File: src/rtl/serial_frame_rx.sv
// serial_frame_rx: receives start/data/stop serial frames (one bit per clock,
// data LSB first) and presents each word on a valid/ready parallel output.
// Framing errors and overruns are reported on sticky flags.
//
// Optional build macro: PARITY_CHECK_EN
//   When defined, each frame carries an even-parity bit between the last data
//   bit and the stop bit, and a sticky parity_err output is added.
module serial_frame_rx #(
  parameter int DATA_W = 8
) (
  input  logic              clk,
  input  logic              rst_n,
  input  logic              din,
  output logic [DATA_W-1:0] dout,
  output logic              dout_valid,
  input  logic              dout_ready,
  output logic              frame_err,
  output logic              overrun,
  input  logic              err_clr
`ifdef PARITY_CHECK_EN
  ,
  output logic              parity_err
`endif
);

  // Counter only has to reach DATA_W-1.
  localparam int CNT_W = (DATA_W > 2) ? $clog2(DATA_W) : 1;
  localparam logic [CNT_W-1:0] CNT_LAST = CNT_W'(DATA_W - 1);

  typedef enum logic [1:0] {
    IDLE = 2'd0,
    DATA = 2'd1,
    PAR  = 2'd2,
    STOP = 2'd3
  } state_t;

  state_t            state_r;
  logic [DATA_W-1:0] shreg_r;
  logic [CNT_W-1:0]  cnt_r;
  logic              room_s;
  logic              par_fail_s;

`ifdef PARITY_CHECK_EN
  logic              par_bit_r;

  // Even parity: data bits XOR parity bit must be zero.
  function automatic logic even_parity_ok(input logic [DATA_W-1:0] d, input logic p);
    return ((^d) ^ p) == 1'b0;
  endfunction

  assign par_fail_s = ~even_parity_ok(shreg_r, par_bit_r);
`else
  assign par_fail_s = 1'b0;
`endif

  // The output register can accept a word if empty or being drained this edge.
  assign room_s = ~dout_valid | dout_ready;

  // Frame FSM, shift register, output register and sticky flags.
  always_ff @(posedge clk or negedge rst_n) begin
    if (!rst_n) begin
      state_r    <= IDLE;
      shreg_r    <= '0;
      cnt_r      <= '0;
      dout       <= '0;
      dout_valid <= 1'b0;
      frame_err  <= 1'b0;
      overrun    <= 1'b0;
`ifdef PARITY_CHECK_EN
      par_bit_r  <= 1'b0;
      parity_err <= 1'b0;
`endif
    end else begin
      // Consumer handshake; a load in STOP below may override this clear.
      if (dout_valid && dout_ready) begin
        dout_valid <= 1'b0;
      end

      // Flag clear comes first so that a same-edge set below wins.
      if (err_clr) begin
        frame_err  <= 1'b0;
        overrun    <= 1'b0;
`ifdef PARITY_CHECK_EN
        parity_err <= 1'b0;
`endif
      end

      case (state_r)
        IDLE: begin
          if (!din) begin
            state_r <= DATA;
            cnt_r   <= '0;
          end else begin
            state_r <= IDLE;
          end
        end

        DATA: begin
          shreg_r <= {din, shreg_r[DATA_W-1:1]};
          if (cnt_r == CNT_LAST) begin
            cnt_r <= '0;
`ifdef PARITY_CHECK_EN
            state_r <= PAR;
`else
            state_r <= STOP;
`endif
          end else begin
            cnt_r <= cnt_r + CNT_W'(1);
          end
        end

        PAR: begin
`ifdef PARITY_CHECK_EN
          par_bit_r <= din;
          state_r   <= STOP;
`else
          // Unreachable without parity; recover to a known state.
          state_r   <= IDLE;
`endif
        end

        STOP: begin
          if (din) begin
            if (par_fail_s) begin
`ifdef PARITY_CHECK_EN
              parity_err <= 1'b1;
`endif
            end else if (room_s) begin
              dout       <= shreg_r;
              dout_valid <= 1'b1;
            end else begin
              overrun <= 1'b1;
            end
          end else begin
            // Bad stop bit: word dropped, and the 0 is not a new start bit.
            frame_err <= 1'b1;
`ifdef PARITY_CHECK_EN
            if (par_fail_s) begin
              parity_err <= 1'b1;
            end
`endif
          end
          state_r <= IDLE;
        end

        default: begin
          state_r <= IDLE;
        end
      endcase
    end
  end

endmodule

File: config.mk
export PLATFORM = sky130hd
export DESIGN_NAME = serial_frame_rx
export DESIGN_NICKNAME = d
export VERILOG_FILES = /design/src/rtl/serial_frame_rx.sv
export SDC_FILE = /design/constraint.sdc
export NUM_CORES = 1
export LEC_CHECK = 0
export ABC_AREA = 1
export BUFFER_PORTS_ARGS = -buffer_cell sky130_fd_sc_hd__buf_2
export CAP_MARGIN = 20
export CORE_MARGIN = 2
export CORE_UTILIZATION = 50
export CTS_BUF_LIST = sky130_fd_sc_hd__clkbuf_16
export DETAILED_ROUTE_END_ITERATION = 16
export PLACE_DENSITY = 0.76
export SETUP_SLACK_MARGIN = 0.15
export SYNTH_ARGS = -nofsm -noshare
export SYNTH_HDL_FRONTEND = slang
export SYNTH_SLANG_ARGS = --single-unit
File: constraint.sdc
create_clock -name clk -period 1.75 [get_ports clk]
set_clock_uncertainty 0.2 [all_clocks]
set_input_delay 0.2625 -clock clk [delete_from_list [all_inputs] [get_ports clk]]
set_output_delay 0.2625 -clock clk [all_outputs]
set_load 0.05 [all_outputs]
==> Yosys cells after proc, flatten, opt, wreduce, memory -nomap -nowiden <==
Index checks and enable logic that the tools add are counted.
{ "word_totals": {"n_memories": 0, "latch_bits": 0, "romBits": 0, "out_inout_bits": 11, "ramBits": 0, "in_bits": 5, "elab_cells": 39, "ff_bits": 24} }
{ "classes": {"n_mul": 0, "div": 0, "shift": 0, "n_eq_ne": 6, "mux": 17, "n_reduce_logical": 6, "n_addsub": 1, "magnitude_cmp": 0, "n_bitwise": 2} }
{ "ops": {"columns": ["cell", "n"], "rows": [
  ["$mux W1", 12],
  ["$mux W3", 2],
  ["$pmux W2 S3", 1],
  ["$pmux W3 S2", 1],
  ["$eq A2 B2 Y1 const B", 2],
  ["$ne A2 B2 Y1 const B", 2],
  ["$add A3 B1 Y3 const B", 1],
  ["$eq A3 B3 Y1 const B", 1],
  ["$reduce_and A3 Y1", 1],
  ["$eq A2 B1 Y1 const B", 1],
  ["$logic_not A2 Y1", 1],
  ["$mux W2", 1],
  ["$reduce_and A2 Y1", 1],
  ["$reduce_bool A2 Y1", 1],
  ["$reduce_or A2 Y1", 1],
  ["$logic_and A1 B1 Y1", 1],
  ["$not A1 Y1", 1],
  ["$or A1 B1 Y1", 1]
]} }

==> Depth between registers and ports, before layout <==
Gate-level depths: netlist (run 1).
{ "depth": {"word_depth": 5, "mapped_depth": 5, "mapped_depth_nobuf": 5} }

==> Worst setup path after synthesis (run 1) <==
No wires, ideal clock.
{ "synth_path": {"path_type": "register -> register", "startpoint": "register dout_valid", "endpoint": "register dout[0]", "t_arrival_ps": 1102, "setup_slack_ps": 329, "t_required_ps": 1431, "n_path_buf": 1, "stages_incl_launch_ff": 5, "period_less_slack_ps": 1421, "setup_time_ps": 119, "path_cell_list": "dfrtp_1 -> nand2_1 -> buf_2 -> nand3_1 -> nand2_1"} }
{ "synth_between": {"elab_chain_len": 3} }
{ "synth_rtl": {"columns": ["item", "line", "source"], "rows": [
  ["from (decl)", "15", "output logic dout_valid,"],
  ["from (signal assigned)", "66", "dout_valid <= 1'b0;"],
  ["from (signal assigned)", "76", "dout_valid <= 1'b0;"],
  ["from (signal assigned)", "130", "dout_valid <= 1'b1;"],
  ["$not A1 Y1", "57", "assign room_s = ~dout_valid | dout_ready;"],
  ["$or A1 B1 Y1", "57", null],
  ["$reduce_and A3 Y1 (no line)", null, null],
  ["to (signal assigned)", "129", "dout <= shreg_r;"],
  ["to (decl)", "14", "output logic [DATA_W-1:0] dout,"]
]} }
No other way between the ends.
A chain may end at the register's enable or synchronous reset.

==> Worst setup path after layout (run 1) <==
{ "layout_path": {"startpoint": "register cnt_r[0]", "endpoint": "register cnt_r[1]"} }
{ "layout_between": {"elab_chain_len": 3, "elab_cells_between_ends": 4, "classes_between": "1 x add/sub; 1 x eq/ne; 2 x mux"} }
{ "layout_rtl": {"columns": ["item", "line", "source"], "rows": [
  ["from (decl)", "39", "logic [CNT_W-1:0] cnt_r;"],
  ["from (signal assigned)", "108", "cnt_r <= cnt_r + CNT_W'(1);"],
  ["$add A3 B1 Y3 or $eq A3 B3 Y1 (tied branches)", "108, 100", null],
  ["$mux W3 *", "100", "if (cnt_r == CNT_LAST) begin"],
  ["$pmux W3 S2 *", "88", "case (state_r)"]
]} }
Mark *: on every way between the ends. The rest lies on a longest branch, timed or not.

==> impl_metrics.yaml, run 1 <==
outcome:
  result_of_the_run: "complete, no violations"
floorplan:
  starting_density: 0.5390
  die_width_um: 47.61
  dieHeight_um: 47.61
  io_pins: 16
  floorplan.rows: 15
  die_area_um2: 2267
  fp.coreArea_um2: 1764
placed_design:
  post-dp-hpwl_mm: 1.212
  numPortBuffers: 15
  place.detailed.instances: 140
  gp_congestion: 0.6811
final_layout:
  final_layout_size_suffix_gt1_frac: 0.1833
  final_non_filler_cells: 145
  diodes: 0
  layout_net_count: 128
  area_growth_syn_to_layout_pct: 23.03
routing:
  via_count: 704
  final_antenna_net_count: 0
  wire_per_inst_um: 11.99
  number_of_design_rule_violations_left_after_detail_routing: 0
  totalWireLength_mm: 1.738
  drt_first_pass_iters: 4
  drt-initial-drc-count: 8
  avgViaCountPerCell: 4.855
critical_path:
  worst-path-max-fanout: 3
  arrival_ns: 1.33
  crit_path_cell_trace: "ha_1 -> ha_1 -> nor2_1 -> nand2_1 -> nand2_1"
  cp-start-kind: "register"
  critical_path.max_stage_delay_ns: 0.40
  reg2reg_from: "cnt_r[0]$_DFFE_PN0P_"
  timing.critical_path.slowest_stage_cell: "dfrtp_1"
  rr_endpoint: "cnt_r[1]$_DFFE_PN0P_"
  rr_worst_depth: 5
  worst-r2r-setup-slack_ns: 0.41
  critical_path.endpoint_type: "register"
  crit_type: "register to register"
  timing.critical_path.required_ns: 1.74
pwr:
  netSwitchingPower_mw: 0.9959
  seqPwrFrac: 0.371
  intPower_mw: 1.453
  total_leakage_power_nw: 0.6450
  power.share.switching: 0.4066
  p_clk_frac: 0.261
  vdd_drop_max_v: 0.001253
  comb_power_share: 0.368
  power_per_cell_area_nw_per_um2: 2094
sta:
  max_freq_mhz: 745.3
  timing.max_slew.rel_slack: 0.6613
  slew_viol_final: 0
  final-hold-violation-count: 0
  finalSetupTns_ns: 0
  fin_crit_ns: 1.342
  finalSetupViolations: 0
  grt_setup_unrepaired: "false"
  worst_slew_pin_slew_ns: 0.5080
  fin_crit_sh: 0.7667
flow_run:
  maxCapViolCount: 0
yosys:
  synthesis.area_um2: 950.9
  yosys_most_used_dff: "dfrtp_1"
  synth.top_cell.area_share: 0.6316
  postSynth.asyncResetShare: 1.000
  synthesis.area_per_instance_um2: 9.415
  synth-seq-cells: 24
  number_of_enable_type_register_cells_in_the_synthesized_netlist: 0
  synth_top_cells_by_count: "nand2_1, dfrtp_1, inv_1, nand3_1, o21ai_0"
  share_of_synthesized_area_occupied_by_flip_flops_and_latches: 0.6316
  mappedNetlistNets: 108
  distinct_cells_synth: 11
  post-synth-top-count-cell: "nand2_1"
  post_synth_main_area_contributors: "dfrtp_1, nand2_1, nand3_1, o21ai_0, inv_1"
  synth_top_cell_by_area: "dfrtp_1"
  synthCells: 101
  ys_warnings: 0
global_routing:
  grt_start_max_net_pins: 25
  wire_length_of_the_first_global_routing_pass_mm: 2.939
  grt_pass1_vias: 705
  globalRoute.totalOverflow: 0
  antenna_found_initial: 0
  globalRouteTotalUtil: 0.1898
min_path:
  holdCritPathClass: "primary input to register"
  hold-path-cell-count: 2
  holdCritStartpoint: "err_clr"
  timing.hold.worst_endpoint: "overrun$_DFF_PN0_"
clocking:
  insertion_delay_ns: 0.25
  clock_sinks: 24
  cts_tree: "done"
  cts-resized-gates: 0
  clkTransAtPathRegs_ns: 0.06
  cts_inserted_buffers: 3
  cts_root_buf: "clkbuf_16"
  cts_htree_levels: 1
  clk_path_buf_depth: 2
-- stage by stage --
step	power [mW]	util	hold slack, ns	setup WS [ns]	area [um2]
floorplan	1.572	-	-0.2331	0.3287	950.9
global placement	1.758	0.5979	0.06326	0.4812	1055
detailed placement	1.808	0.5979	0.06822	0.4150	1055
CTS	2.471	0.6631	0.001009	0.3933	1170
global route	2.614	0.6631	0.01542	0.3283	1170
finish	2.449	0.6631	0.004070	0.4083	1170
-- worst max-delay path, delay by kind of cell, from the launching register on --
| kind | cells | cell delay (ns) |
|---|---|---|
| DFF | 1 | 0.40 |
| adders and majority gates | 2 | 0.40 |
| and+or+nand+nor | 3 | 0.28 |
-- power groups by stage --
| stage | clock network [mW] | registers [mW] | logic [mW] |
|---|---|---|---|
| global placement | 0 | 0.894 | 0.864 |
| floorplan | 0 | 1.21 | 0.364 |
| finish | 0.638 | 0.910 | 0.901 |
| CTS | 0.645 | 0.909 | 0.917 |
| global route | 0.669 | 0.935 | 1.01 |
| detailed placement | 0 | 0.912 | 0.897 |
-- repair_timing --
action | CTS | global route
endpoints found under the setup margin | 0 | 0
hold buffers | 1 | 0
setup buffers | 0 | 0
endpoints found under the hold margin | 24 | 0
-- layout make-up --
class                      instances  area [um2]
inverter                          10       37.54
multi-input combinational         65       302.8
timing repair buffer              17       92.59
clock inverter                     1       30.03
clock buffer                       3       75.07
sequential                        24       600.6
tap                               25       31.28
fill                             153       594.3
-- placed cells by master (no fill, tap or decap), drive strengths merged --
cell type,instances
buf,16
bufinv,1
clkbuf,3
dfrtp,24
dlygate4sd3,1
ha,2
inv,10
nand2,40
nand3,9
nor2,4
o21ai,8
o22ai,2
-- state kept, by name, summed over array words and instances (netlist names) --
name	count
cnt_r	3
dout	8
state_r	2
frame_err	1
dout_valid	1
shreg_r	8
overrun	1
-- worst max path at each step --
stage | from | endpoint | slack, ns
final | cnt_r[0]$_DFFE_PN0P_ | cnt_r[1]$_DFFE_PN0P_ | 0.41
after global routing | cnt_r[0]$_DFFE_PN0P_ | cnt_r[1]$_DFFE_PN0P_ | 0.33
after CTS | cnt_r[0]$_DFFE_PN0P_ | cnt_r[1]$_DFFE_PN0P_ | 0.39
after detailed placement | cnt_r[0]$_DFFE_PN0P_ | cnt_r[1]$_DFFE_PN0P_ | 0.42
after global placement | cnt_r[0]$_DFFE_PN0P_ | cnt_r[1]$_DFFE_PN0P_ | 0.48
after floorplan | dout_valid$_DFF_PN0_ | dout[0]$_DFFE_PN0P_ | 0.33
-- per-layer routing --
| layer | up-vias | share of wire | GRT usage |
|---|---|---|---|
| met4 | 0 | 0.0081 | 0.09730 |
| met2 | 9 | 0.54 | 0.3595 |
| li1 | 358 | - | - |
| met5 | - | 0 | 0 |
| met3 | 2 | 0.022 | 0.02642 |
| met1 | 335 | 0.43 | 0.2024 |
-- kinds of logic (layout without fill, tap and decap cells) --
kind of cell | after synthesis | in the layout | synth area share
compound gates | 10 | 10 | 0.05526
fa+ha+maj | 2 | 2 | 0.02631
buf+inv | 12 | 31 | 0.05000
flops | 24 | 24 | 0.6316
simple gates | 53 | 53 | 0.2368
No activity file was read; power rests on OpenSTA's default activity.
==> inputs of run 2 (changes only) <==
- ABC_AREA: 1 -> 0
- clock period: 1.75 -> 1.35 ns (I/O delays scaled with it)
==> run 2 against run 1 <==
Compared with the run above: the flow now finishes with violations (setup timing); worst setup slack got worse by 0.54 ns; total power increased by 82%; area after synthesis increased by 4.3%; critical endpoint is now dout[6]$_DFFE_PN0P_.
==> impl_metrics.yaml, run 2 <==
outcome:
  result_of_the_run: "complete, but fails checks"
  violations_in_the_final_reports: "setup timing"
critical_path:
  crit_path_cell_trace: "nand3_2 -> nor2b_4 -> buf_12 -> mux2_4"
  arrival_ns: 1.42
  timing.critical_path.required_ns: 1.29
  critical_path.endpoint_type: "register"
  critical_path.max_stage_delay_ns: 0.41
  timing.critical_path.slowest_stage_cell: "dfrtp_1"
  cp-start-kind: "register"
  worst-path-max-fanout: 8
  crit_type: "register to register"
floorplan:
  floorplan.rows: 16
  die_area_um2: 2357
  fp.coreArea_um2: 1922
  die_width_um: 48.55
  dieHeight_um: 48.55
  io_pins: 16
  starting_density: 0.5163
sta:
  worst_slew_pin_slew_ns: 0.5269
  final.hold.worst_slack_ns: 0.06665
  fin_crit_ns: 1.478
  slew_viol_final: 0
  timing.max_slew.rel_slack: 0.6488
  finalSetupViolations: 11
  finalSetupTns_ns: -1.034
  fin_ws_ns: -0.1280
  final-hold-violation-count: 0
  fin_crit_sh: 1.095
  max_freq_mhz: 676.6
  grt_setup_unrepaired: "true"
clocking:
  clkTransAtPathRegs_ns: 0.06
  insertion_delay_ns: 0.25
  clk_path_buf_depth: 2
  clock_sinks: 24
  cts_htree_levels: 1
  cts_root_buf: "clkbuf_16"
  cts_inserted_buffers: 3
  cts_tree: "done"
routing:
  via_count: 606
  drt-initial-drc-count: 0
  number_of_design_rule_violations_left_after_detail_routing: 0
  avgViaCountPerCell: 4.848
  drt_first_pass_iters: 1
  final_antenna_net_count: 0
  totalWireLength_mm: 1.987
  wire_per_inst_um: 15.90
final_layout:
  layout.cells.most_common: "dfrtp_1"
  layout.cell_area.non_filler_um2: 1499
  top_regs: "dout (8), shreg_r (8), cnt_r (3)"
  fillCellCount: 116
  final_core_util: 0.7799
  final_layout_size_suffix_gt1_frac: 0.6327
  final_non_filler_cells: 125
  area_growth_syn_to_layout_pct: 51.07
  layout_common_cells: "dfrtp_1, mux2_4, buf_4, buf_6"
  diodes: 0
  layout_net_count: 106
global_routing:
  grt_met3_usage: 0.02778
  global_route_met2_utilization: 0.2801
  grt_pass1_vias: 644
  globalRouteTotalUtil: 0.1694
  grt_start_max_net_pins: 25
  wire_length_of_the_first_global_routing_pass_mm: 3.029
  antenna_found_initial: 0
  use_met1: 0.2229
  grt_most_used_layer: "met2"
  globalRoute.totalOverflow: 0
yosys:
  synthesis.area_per_instance_um2: 15.75
  ys_warnings: 0
  synth.top_cell.area_share: 0.6053
  share_of_cell_area_taken_by_muxes_after_synthesis: 0.2232
  synth-seq-cells: 24
  synthAdderAreaFrac: 0.02522
  synth_top_cell_by_area: "dfrtp_1"
  share_of_synthesized_area_occupied_by_flip_flops_and_latches: 0.6053
  synthesis.area_um2: 992.2
  distinct_cells_synth: 17
  post_synth_main_area_contributors: "dfrtp_1, mux2_4, mux2_2, ha_1, buf_12"
  mappedNetlistNets: 70
  synth-xor-area-share: 0
  post-synth-top-count-cell: "dfrtp_1"
  synthCells: 63
  postSynth.asyncResetShare: 1.000
  number_of_enable_type_register_cells_in_the_synthesized_netlist: 0
  synth_top_cells_by_count: "dfrtp_1, mux2_2, mux2_4, inv_1"
  post_synthesis_compound_gate_area_fraction: 0.03783
  synth_simple_gate_area_frac: 0.06179
  yosys_most_used_dff: "dfrtp_1"
  largest_family_of_logic_cells_by_synthesized_area: "multiplexers"
pwr:
  power.share.switching: 0.3410
  vdd_drop_max_v: 0.001493
  seqPwrFrac: 0.299
  comb_power_share: 0.513
  p_clk_frac: 0.188
  intPower_mw: 2.940
  total_leakage_power_nw: 0.7312
  power_mw: 4.461
  netSwitchingPower_mw: 1.521
  power_per_cell_area_nw_per_um2: 2976
placed_design:
  pre_cts_ws_ns: -0.07355
  post-dp-hpwl_um: 962.9
  place.detailed.instances: 108
  place_area_um2: 1155
  gp_congestion: 0.6884
  numPortBuffers: 15
flow_run:
  maxCapViolCount: 0
min_path:
  holdCritPathClass: "primary input to register"
-- run 2: changes by cell type after synthesis, sizes merged, moves of 3 or more --
cell   change
inv        -5
nand2     -38
nor2       -3
mux2      +17
o21ai      -8
nand3      -8
-- run 2: worst paths after layout --
path,startpoint,to,slack [ns],cells after the start
worst max-delay path,state_r[1]$_DFFE_PN0P_,dout[6]$_DFFE_PN0P_,-0.13,4
worst min-delay path,din,frame_err$_DFF_PN0_,0.07,3
worst max register to register,state_r[1]$_DFFE_PN0P_,dout[6]$_DFFE_PN0P_,-0.13,4
worst min register to register,shreg_r[0]$_DFFE_PN0P_,dout[0]$_DFFE_PN0P_,0.32,1
max in group asynchronous,rst_n,dout_valid$_DFF_PN0_,0.31,2
min in group asynchronous,rst_n,cnt_r[2]$_DFFE_PN0P_,0.25,2
-- run 2: worst max-delay path: cells and delay by family, from the launching register on --
family / cells / cell delay, ns
muxes: 1 / 0.30
buffers and inverters: 1 / 0.15
DFF: 1 / 0.41
and+or+nand+nor: 2 / 0.30
-- run 2: routing by layer --
layer	part of all wire	wire length, um
met1	0.44	868
met2	0.53	1062
met3	0.015	30
met4	0.013	26
met5	0	0
-- run 2: logic make-up after synthesis --
logic type | Yosys count
AOI/OAI and AO/OA | 5
adders and majority gates | 2
buffers and inverters | 7
DFF | 24
muxes | 17
and+or+nand+nor | 8
-- run 2: layout make-up --
type                    instances  area (um2)  area share
clock buffers                   3       75.07     0.05008
clock inverters                 1       30.03     0.02003
inverters                       5       21.27     0.01419
multi-input cells              32       405.4      0.2705
flip-flops and latches         24       603.1      0.4023
well taps                      27       33.78     0.02254
repair buffers                 33       330.3      0.2204
-- run 2: power by group through the flow --
stage / logic (mW) / clock network [mW] / registers (mW)
6_report: 2.29 / 0.836 / 1.34
5_1_grt: 2.42 / 0.872 / 1.37
3_3_place_gp: 1.55 / 0 / 1.27
2_1_floorplan: 0.796 / 0 / 1.71
4_1_cts: 1.92 / 0.844 / 1.30
3_5_place_dp: 1.59 / 0 / 1.28
-- run 2: timing repair --
| action | CTS | global route |
|---|---|---|
| hold buffers | 2 | 0 |
| setup endpoints to repair | 31 | 32 |
| gates cloned | 0 | 1 |
| gates resized for setup | 23 | 13 |
| pin swaps | 2 | 2 |
| hold endpoints to repair | 26 | 0 |
| buffers inserted | 8 | 2 |
==> inputs of run 3 (changes only) <==
- REMOVE_ABC_BUFFERS: not set -> 1
==> run 3 against run 2 <==
Compared with the run above: the flow still finishes with violations (setup timing); maximum frequency grew 2.1%; critical path depth is the same; sequential share of layout area shrank 0.94 points; final cell count grew 2.4%; sequential cell count is the same; largest cell class unchanged; first-iteration DRC count grew 2; register-to-register slack gained 0.03 ns; global-route usage grew 0.46 points; via count grew 4.6%.
==> impl_metrics.yaml, run 3 (synthesis results as in run 2) <==
floorplan:
  floorplan.rows: 16
  die_width_um: 48.55
  fp.coreArea_um2: 1922
  io_pins: 16
  starting_density: 0.5163
  dieHeight_um: 48.55
  die_area_um2: 2357
sta:
  fin_crit_ns: 1.447
  finalSetupViolations: 18
  grt_setup_unrepaired: "true"
  worst_slew_pin_slew_ns: 0.5197
  fin_crit_sh: 1.072
  timing.max_slew.rel_slack: 0.6535
  slew_viol_final: 0
  max_freq_mhz: 691.0
  final.hold.worst_slack_ns: 0.09589
  fin_ws_ns: -0.09726
  final-hold-violation-count: 0
outcome:
  violations_in_the_final_reports: "setup timing"
  result_of_the_run: "complete, but fails checks"
clocking:
  insertion_delay_ns: 0.26
  cts_root_buf: "clkbuf_16"
  clock_sinks: 24
  clk_path_buf_depth: 2
  clkTransAtPathRegs_ns: 0.06
  cts_tree: "done"
  cts_htree_levels: 1
  cts_inserted_buffers: 3
final_layout:
  layout_common_cells: "dfrtp_1, mux2_4, buf_6, buf_4"
  final_layout_size_suffix_gt1_frac: 0.6634
  top_regs: "dout (8), shreg_r (8), cnt_r (3)"
  layout_net_count: 110
  final_core_util: 0.7969
  diodes: 0
  layout.cells.most_common: "dfrtp_1"
  area_growth_syn_to_layout_pct: 54.35
  fillCellCount: 97
min_path:
  holdCritPathClass: "primary input to register"
critical_path:
  worst-path-max-fanout: 8
  critical_path.endpoint_type: "register"
  timing.critical_path.required_ns: 1.29
  arrival_ns: 1.38
  cp-start-kind: "register"
  crit_type: "register to register"
global_routing:
  globalRoute.totalOverflow: 0
  grt_start_max_net_pins: 25
  grt_pass1_vias: 649
  antenna_found_initial: 0
  globalRouteTotalUtil: 0.1739
  wire_length_of_the_first_global_routing_pass_mm: 2.939
routing:
  via_count: 634
  totalWireLength_mm: 2.217
  drt_first_pass_iters: 2
  number_of_design_rule_violations_left_after_detail_routing: 0
  drt-initial-drc-count: 2
  wire_per_inst_um: 17.32
  final_antenna_net_count: 0
  avgViaCountPerCell: 4.953
placed_design:
  gp_congestion: 0.7238
  pre_cts_ws_ns: -0.05401
  numPortBuffers: 15
  post-dp-hpwl_mm: 1.037
flow_run:
  maxCapViolCount: 0
pwr:
  power_per_cell_area_nw_per_um2: 2915
  total_leakage_power_nw: 0.7486
  vdd_drop_max_v: 0.002048
## run 3: metrics by stage
stage | setup TNS (ns) | instances | cell area [um2] | power [mW]
floorplan | -2.636 | 61 | 964.7 | 2.394
global placement | -0.2070 | 109 | 1144 | 2.789
detailed placement | -0.3997 | 109 | 1144 | 2.850
CTS | -0.4718 | 122 | 1390 | 3.883
global route | -1.489 | 128 | 1531 | 4.684
finish | -0.8947 | 128 | 1531 | 4.465
## run 3: report_power, final
part	internal [mW]	switching, mW
combinational	1.41	1.07
sequential	1.06	0.299
clock	0.391	0.229
total	2.86	1.60
## run 3: cell type report
cell class | instances | area (um2) | area share
Multi-Input combinational cell | 32 | 429.2 | 0.2802
Tap cell | 27 | 33.78 | 0.02206
Clock buffer | 3 | 75.07 | 0.04902
Sequential cell | 24 | 601.8 | 0.3930
Inverter | 5 | 23.77 | 0.01552
Timing Repair Buffer | 37 | 367.9 | 0.2402
## run 3: worst max-delay path, cell delays in order, from the launching register on
cell and delay, ns:
dfrtp_2 0.42, nand3_2 0.11, nor2b_4 0.15, buf_12 0.14, mux2_4 0.30
## run 3: repair_timing
item / 4_1_cts / 5_1_grt
gates resized for setup: 26 / 21
setup endpoints to repair: 31 / 32
gates cloned: 0 / 1
setup buffers: 8 / 5
endpoints found under the hold margin: 26 / 0
hold buffers: 2 / 0
pin swaps: 4 / 3
## run 3: worst paths after layout
path | end | cells after the start | slack (ns) | from
max in group asynchronous | state_r[0]$_DFFE_PN0P_ | 2 | 0.33 | rst_n
min in group asynchronous | dout[5]$_DFFE_PN0P_ | 2 | 0.25 | rst_n
min | frame_err$_DFF_PN0_ | 3 | 0.1 | din
max | dout[7]$_DFFE_PN0P_ | 4 | -0.1 | state_r[0]$_DFFE_PN0P_
min reg2reg | dout[0]$_DFFE_PN0P_ | 1 | 0.34 | shreg_r[0]$_DFFE_PN0P_
max reg2reg | dout[7]$_DFFE_PN0P_ | 4 | -0.1 | state_r[0]$_DFFE_PN0P_
## run 3: layer usage
layer	wire length [um]	GRT usage	vias to the layer above
li1	-	-	292
met3	65	0.02160	8
met1	942	0.1996	318
met2	1127	0.2917	16
met4	81	0.1429	0
met5	0	0	-
